**config.mk**
```make
export PLATFORM = sky130hd
export DESIGN_NAME = pc_unit_ras
export DESIGN_NICKNAME = d
export VERILOG_FILES = /design/src/rtl/pc_unit_ras.sv
export SDC_FILE = /design/constraint.sdc
export NUM_CORES = 1
export LEC_CHECK = 0
export ABC_AREA = 0
export CAP_MARGIN = 20
export CORE_MARGIN = 10
export CORE_UTILIZATION = 59
export CTS_CLUSTER_SIZE = 30
export DETAILED_ROUTE_END_ITERATION = 8
export PLACE_DENSITY_LB_ADDON = 0.25
export SKIP_CTS_REPAIR_TIMING = 1
export SYNTH_ARGS = -nofsm -noshare
export SYNTH_HDL_FRONTEND = slang
export SYNTH_SLANG_ARGS = --single-unit
```
**constraint.sdc**
```tcl
create_clock -name clk -period 5.7 [get_ports clk]
set_clock_uncertainty 0.1 [all_clocks]
set_input_delay 0.57 -clock clk [delete_from_list [all_inputs] [get_ports clk]]
set_output_delay 0.57 -clock clk [all_outputs]
set_load 0.01 [all_outputs]
```
**src/rtl/pc_unit_ras.sv**
```systemverilog
// Program-counter unit with a circular return-address stack.
// Produces the registered fetch address. Supports sequential, branch, jump,
// call and return flows, plus exception redirect and stall. The RAS tracks
// occupancy and raises sticky overflow/underflow flags.
module pc_unit_ras #(
  parameter int unsigned PC_W      = 16,
  parameter int unsigned IMM_W     = 7,
  parameter int unsigned RAS_DEPTH = 4,
  parameter int unsigned RESET_PC  = 0,
  parameter int unsigned PC_INC    = 1
) (
  input  logic                             clk,
  input  logic                             rst_n,
  input  logic                             stall,
  input  logic [2:0]                       sel,
  input  logic [IMM_W-1:0]                 imm,
  input  logic [PC_W-1:0]                  alu_out,
  input  logic                             exc_valid,
  input  logic [PC_W-1:0]                  exc_vec,
  input  logic                             err_clr,
  output logic [PC_W-1:0]                  pc,
  output logic [$clog2(RAS_DEPTH+1)-1:0]   ras_count,
  output logic                             ras_ovf,
  output logic                             ras_udf
);

  localparam int unsigned PTR_W = $clog2(RAS_DEPTH);
  localparam int unsigned CNT_W = $clog2(RAS_DEPTH+1);

  typedef enum logic [2:0] {
    SEL_SEQ   = 3'b000,
    SEL_BR    = 3'b001,
    SEL_JR    = 3'b010,
    SEL_CALL  = 3'b011,
    SEL_RET   = 3'b100,
    SEL_CALLR = 3'b101
  } sel_e;

  logic [PC_W-1:0]  pc_q, pc_d;
  logic [PTR_W-1:0] tp_q, tp_d;
  logic [CNT_W-1:0] cnt_q, cnt_d;
  logic             ovf_q, ovf_d;
  logic             udf_q, udf_d;

  logic [PC_W-1:0]  seq, imm_ext, rel;
  logic             push, full, empty, ovf_set, udf_set;
  sel_e             sel_op;

  logic [PC_W-1:0]  ras_mem [RAS_DEPTH];

  // Next-PC selection, RAS pointer/count update and sticky flag logic.
  always_comb begin
    sel_op  = sel_e'(sel);
    seq     = pc_q + PC_W'(PC_INC);
    imm_ext = {{(PC_W-IMM_W){imm[IMM_W-1]}}, imm};
    rel     = seq + imm_ext;
    full    = (cnt_q == CNT_W'(RAS_DEPTH));
    empty   = (cnt_q == '0);

    pc_d    = pc_q;
    tp_d    = tp_q;
    cnt_d   = cnt_q;
    push    = 1'b0;
    ovf_set = 1'b0;
    udf_set = 1'b0;

    if (exc_valid) begin
      pc_d = exc_vec;
    end else if (!stall) begin
      case (sel_op)
        SEL_BR:    pc_d = rel;
        SEL_JR:    pc_d = alu_out;
        SEL_CALL: begin
          push = 1'b1;
          pc_d = rel;
        end
        SEL_CALLR: begin
          push = 1'b1;
          pc_d = alu_out;
        end
        SEL_RET: begin
          if (empty) begin
            pc_d    = seq;
            udf_set = 1'b1;
          end else begin
            pc_d  = ras_mem[tp_q];
            tp_d  = tp_q - PTR_W'(1);
            cnt_d = cnt_q - CNT_W'(1);
          end
        end
        default:   pc_d = seq;
      endcase
    end

    // A push into a full stack overwrites the oldest slot: the pointer still
    // advances, the count saturates.
    if (push) begin
      tp_d = tp_q + PTR_W'(1);
      if (full) begin
        ovf_set = 1'b1;
      end else begin
        cnt_d = cnt_q + CNT_W'(1);
      end
    end

    // A new error in the same cycle as err_clr keeps the flag set.
    ovf_d = ovf_set | (ovf_q & ~err_clr);
    udf_d = udf_set | (udf_q & ~err_clr);
  end

  // Control state with asynchronous active-low reset.
  always_ff @(posedge clk or negedge rst_n) begin
    if (!rst_n) begin
      pc_q  <= PC_W'(RESET_PC);
      tp_q  <= '0;
      cnt_q <= '0;
      ovf_q <= 1'b0;
      udf_q <= 1'b0;
    end else begin
      pc_q  <= pc_d;
      tp_q  <= tp_d;
      cnt_q <= cnt_d;
      ovf_q <= ovf_d;
      udf_q <= udf_d;
    end
  end

  // RAS storage write; contents need no reset since count gates every read.
  always_ff @(posedge clk) begin
    if (push) begin
      ras_mem[tp_q + PTR_W'(1)] <= seq;
    end
  end

  assign pc        = pc_q;
  assign ras_count = cnt_q;
  assign ras_ovf   = ovf_q;
  assign ras_udf   = udf_q;

endmodule

```
==> reports/qor.yml, run 1 <==
ys_ff_latch: 87
synth_edf_count: 64
drc_errors: 0
fin_hold_ws_ns: 0.4293
synth_cells: 404
async_reset_ff_frac: 0.2644
synth_ff_type: "edfxtp_1"
area_growth_pct: 19.38
cts_root_buffer: "clkbuf_8"
grt_pass1_wl_um: 19910
die_w_um: 111.0
synth.most_common_cell: "edfxtp_1"
antenna_found_initial: 0
post_drt_wl_per_cell_um: 21.72
netlist_top_cells_count: "edfxtp_1, nand2_1, ha_1, nor2_1, dfrtp_1"
start_util: 0.6001
drt_first_iter_violations: 338
layout.nets: 544
fmax_ghz: 0.2935
fin_crit_ns: 3.407
path_max_fanout: 6
status: "finished clean"
peakVddDrop_uv: 136.2
htreeDepth: 3
seqPwrFrac: 0.439
cts_tree: "done"
fin_crit_sh: 0.5978
yosysSeqAreaShare: 0.5117
clk_latency_ns: 0.35
synth_warnings: 0
placementRows: 33
tightest_slew_ns: 0.8654
worstSetupPathType: "reg -> reg"
io_buffers: 67
switchingPower_mw: 0.6387
synth_area_um2: 4881
dieHeight_um: 111.0
clk_pin_slew_ns: 0.09
drv_slew: 0
synth_area_leaders: "edfxtp_1, dfrtp_1, mux4_2"
multi_input_area_um2: 2242
netlist.area_leader.share: 0.3937
synthesis.nets: 478
cp.arrival_ns: 3.55
grt_max_degree: 29
p_comb_frac: 0.351
startpoint_type: "flip-flop"
io_pins: 68
fin_tns_setup_ns: 0
gp_congestion: 0.9249
antenna_left: 0
p_clk_frac: 0.210
die-area_um2: 12310
worst_setup_path_end_kind: "flip-flop"
cts_buffers: 9
power_density_nw_per_um2: 322.7
syn_avg_cell_area_um2: 12.08
grt_usage: 0.2011
grt_pass1_vias: 3708
min-delay-path-class: "reg -> reg"
yosysUniqueCellTypes: 53
drt_pass1_iterations: 5
diodes: 0
vias: 3690
regArea_um2: 2497
finalHoldViolCount: 0
n_fill_cell: 575
cts_buffer_depth: 2
sw_frac_of_total: 0.3397
leakage_nw: 2.143
synth.largest_area_cell: "edfxtp_1"
viasPerCell: 6.362
drive_above_1_share: 0.08842
core_region_area_um2: 8134
setup_viol: 0
clkSinkCount: 87
cp.required_ns: 5.85
relSlewSlack: 0.4231
p_int_mw: 1.242
grt_overflow: 0
routed_wirelength_um: 12600
rsz0062_at_grt: "false"
dp_hpwl_um: 9493
drv_cap: 0
-- sequential cells by signal, indices dropped and copies added, names as in the netlist --
signal / cells
pc: 16
ras_count: 3
ras_mem: 64
ras_ovf: 1
ras_udf: 1
tp_q: 2
-- layout make-up --
type | instances | share of cell area
Clock buffer | 10 | 0.02190
Sequential cell | 87 | 0.4286
Inverter | 15 | 0.009663
Tap cell | 105 | 0.02255
Multi-Input combinational cell | 286 | 0.3848
Timing Repair Buffer | 71 | 0.1237
Clock inverter | 6 | 0.008804
-- critical path: stages (launching register included) --
cell      delay [ns]
dfrtp_1         0.45
ha_1            0.24
nand3_1         0.12
xnor2_1         0.60
ha_1            0.42
a21oi_1         0.15
o21ai_1         0.13
or2_1           0.30
a221oi_4        0.31
a31oi_1         0.14
xnor2_1         0.15
a31o_1          0.20
-- power groups by stage --
stage | sequential, mW | clock [mW] | combinational (mW)
CTS | 0.851 | 0.399 | 0.610
global placement | 0.862 | 0 | 0.593
global route | 0.836 | 0.431 | 0.716
detailed placement | 0.865 | 0 | 0.603
floorplan | 0.805 | 0 | 0.445
finish | 0.826 | 0.394 | 0.660
-- through the flow --
stage               setup slack [ns]  utilization  instance area, um2  total power [mW]  cells
global placement               2.376       0.6910                5620             1.454    563
global route                   2.048       0.7164                5827             1.982    580
detailed placement             2.354       0.6910                5620             1.469    563
CTS                            2.333       0.7130                5799             1.861    579
finish                         2.293       0.7164                5827             1.880    580
floorplan                      2.705            -                4881             1.250    404
-- path summary, 6_finish.rpt --
kind                                   start      endpoint  slack [ns]  cells past startpoint
worst max register to register         pc[0]        pc[15]        2.29                     11
min in group asynchronous              rst_n         pc[5]        0.48                      2
max in group asynchronous              rst_n        pc[10]        4.75                      2
worst max-delay path                   pc[0]        pc[15]        2.29                     11
worst min register to register  ras_count[0]  ras_count[0]        0.43                      1
worst min-delay path            ras_count[0]  ras_count[0]        0.43                      1
-- cells in the final DEF (no fill, tap or decap), drive strengths merged, types with 3 or more instances in the layout --
| master | instances |
|---|---|
| clkdlybuf4s50 | 67 |
| edfxtp | 64 |
| nand2 | 34 |
| o21ai | 28 |
| nor2 | 26 |
| ha | 26 |
| dfrtp | 23 |
| a21oi | 22 |
| xnor2 | 20 |
| inv | 19 |
| mux4 | 16 |
| a221oi | 14 |
| nand3 | 10 |
| clkbuf | 10 |
| a221o | 9 |
| o211ai | 7 |
| xor2 | 7 |
| nor3 | 7 |
| nand2b | 5 |
| and2 | 5 |
| a21o | 5 |
| nand4 | 5 |
| and3 | 4 |
| mux2i | 4 |
| buf | 4 |
| a211oi | 3 |
| o21a | 3 |
| or2 | 3 |
-- per-layer routing --
metal / GRT usage / share of wire / vias up
li1: - / - / 1684
met1: 0.2653 / 0.40 / 1810
met2: 0.3243 / 0.49 / 178
met3: 0.05465 / 0.10 / 18
met4: 0.04080 / 0.013 / 0
met5: 0 / 0 / -
-- kinds of logic after synthesis --
kind of cell	after synthesis	synth area share
AND/OR/NAND/NOR	107	0.1074
XOR/XNOR	27	0.04999
adder cells (fa/ha/maj)	27	0.07075
flip-flops	87	0.5117
buffers and inverters	31	0.02897
AO/OA/AOI/OAI	105	0.1492
multiplexers	20	0.08203
Power figures use the tool's default switching activity.
==> run 2: changes to the inputs <==
--- a/config.mk
+++ b/config.mk
@@ -8,7 +8,7 @@
 export ABC_AREA = 0
 export CAP_MARGIN = 20
 export CORE_MARGIN = 10
-export CORE_UTILIZATION = 59
+export CORE_UTILIZATION = 50
 export CTS_CLUSTER_SIZE = 30
 export DETAILED_ROUTE_END_ITERATION = 8
 export PLACE_DENSITY_LB_ADDON = 0.25
==> constraint.sdc (replaced) <==
create_clock -name clk -period 3 [get_ports clk]
set_clock_uncertainty 0.1 [all_clocks]
set_input_delay 0.3 -clock clk [delete_from_list [all_inputs] [get_ports clk]]
set_output_delay 0.3 -clock clk [all_outputs]
set_load 0.01 [all_outputs]
==> reports/qor.yml, run 2 (same netlist as run 1, synthesis figures left out) <==
status: "finished clean"
htreeDepth: 3  # unchanged
worst_setup_path_end_kind: "flip-flop"
rr_startpoint: "pc[0]"
io_buffers: 67  # unchanged
fin_crit_ns: 2.924  # -0.4831 ns
worst-path-buf-inv: 0  # unchanged
fin_tns_setup_ns: 0  # unchanged
clk_latency_ns: 0.36  # about the same
multi_input_area_um2: 2359  # +5.2%
grt_overflow: 0  # unchanged
antenna_found_initial: 0  # unchanged
grt_use_met2: 0.2973  # -0.02700
use_met3: 0.04188  # -0.01277
clkSinkCount: 87  # unchanged
cpMaxStageDelayCell: "dfrtp_1"
start_util: 0.5064  # -0.09370
cp.required_ns: 3.16  # -2.69 ns
critPathTopFamily: "compound AO/OA/AOI/OAI gates"
rsz0062_at_grt: "true"
drt_pass1_iterations: 5  # unchanged
fin_crit_sh: 0.9747  # +0.3769
fin_hold_ws_ns: 0.2054  # -0.2239 ns
cts_buffer_depth: 2  # unchanged
clk_pin_slew_ns: 0.10  # about the same
core_region_area_um2: 9639  # +19%
dieHeight_um: 118.8  # +7.1%
power_density_nw_per_um2: 601.9  # +87%
dp_hpwl_um: 9955  # +4.9%
drv_slew: 0  # unchanged
diodes: 0  # unchanged
cts_buffers: 9  # unchanged
tightest_slew_ns: 0.7868  # -0.07856 ns
peakVddDrop_uv: 447.7  # +230%
slowest_delay_ns: 0.42  # -0.18 ns
regArea_um2: 2497  # unchanged
top_usage_layer: "met2"
drc_errors: 0  # unchanged
drt_first_iter_violations: 316  # -6.5%
placementRows: 36  # +9.1%
viasPerCell: 5.778  # -9.2%
drv_cap: 0  # unchanged
path_max_fanout: 4  # -2
fmax_ghz: 0.3420  # +17%
routed_wirelength_um: 13600  # +7.9%
cp_cell_sequence: "ha_2, nand2_2, nor2_1, xor2_1, ha_1, a21o_1, or2_4, a221oi_4, xnor2_1, a221oi_1, a221oi_1"
grt_use_met1: 0.2668  # +0.001464
grt_usage: 0.1915  # -0.009624
cp.arrival_ns: 3.09  # -0.46 ns
setup_viol: 0  # unchanged
utilization: 0.6524  # -0.06396
grt_max_degree: 27  # -6.9%
drive_above_1_share: 0.1977  # +0.1093
startpoint_type: "flip-flop"
critPathLaunch: "pc[0]"
die_w_um: 118.8  # +7.1%
final_common_cell: "clkdlybuf4s50_1"
io_pins: 68  # unchanged
layout.nets: 585  # +7.5%
gp_congestion: 0.8488  # -8.2%
vias: 3750  # +1.6%
finalHoldViolCount: 0  # unchanged
power_mw: 3.785  # +100%
cts_root_buffer: "clkbuf_8"
min-delay-path-class: "in -> async"
leakage_nw: 2.393  # +12%
rr_worst_depth: 11  # unchanged
cts_tree: "done"
largest_register_ffs: 64  # unchanged
ff2ff_setup_slack_ns: 0.08  # -2.22 ns
n_fill_cell: 766  # +33%
worstSetupPathType: "reg -> reg"
die-area_um2: 14110  # +15%
regMostFlops: "ras_mem"
relSlewSlack: 0.4699  # +0.04683
cp_common_cell: "a221oi_1"
layout_common_cells: "clkdlybuf4s50_1, edfxtp_1, buf_4"
post_drt_wl_per_cell_um: 20.95  # -3.5%
area_growth_pct: 28.84
grt_pass1_vias: 3775  # +1.8%
antenna_left: 0  # unchanged
grt_pass1_wl_um: 21360  # +7.3%
r2r_end: "pc[11]"
==> run 2: changes by cell type in the layout (fill, tap and decap cells not counted), sizes merged <==
cell / before / now
buf: 4 / 45
bufinv: 0 / 1
clkbuf: 10 / 9
clkinv: 1 / 2
inv: 19 / 18
==> run 2: worst max-delay path by stage <==
stage	to	slack, ns	cells past startpoint
final	pc[11]	0.08	11
after global routing	pc[11]	-0.03	11
after CTS	pc[11]	0.01	12
after detailed placement	pc[11]	0.03	12
after global placement	pc[15]	0.12	10
after floorplan	pc[15]	0.005	12
==> run 2: metal layers <==
layer | vias up | part of all wire
met3 | 18 | 0.075
met4 | 0 | 0.019
li1 | 1764 | -
met5 | - | 0
met1 | 1815 | 0.44
met2 | 153 | 0.46
==> run 2: where the power goes <==
part	internal [mW]	total (mW)	switching [mW]
combinational	0.713	1.45	0.738
clock	0.394	0.854	0.459
sequential	1.41	1.48	0.0716
==> run 2: layout make-up <==
| type | count | area share |
|---|---|---|
| Clock buffer | 9 | 0.01970 |
| Clock inverter | 7 | 0.01234 |
| Inverter | 15 | 0.008953 |
| Multi-Input combinational cell | 286 | 0.3750 |
| Sequential cell | 87 | 0.3971 |
| Tap cell | 133 | 0.02646 |
| Timing Repair Buffer | 112 | 0.1604 |
==> run 2: stage by stage <==
stage,cell area [um2],cells,setup WS [ns]
after floorplan,4881,404,0.004786
after global placement,5948,630,0.1160
after detailed placement,5948,630,0.02700
after CTS,6150,646,0.01130
after global routing,6289,649,-0.02668
final,6289,649,0.07592
==> run 2: worst register-to-register path, cell delays in order, from the launching register on <==
cell and delay, ns:
dfrtp_1 0.42, ha_2 0.24, nand2_2 0.09, nor2_1 0.12, xor2_1 0.23, ha_1 0.31
a21o_1 0.21, or2_4 0.25, a221oi_4 0.34, xnor2_1 0.18, a221oi_1 0.10, a221oi_1 0.24
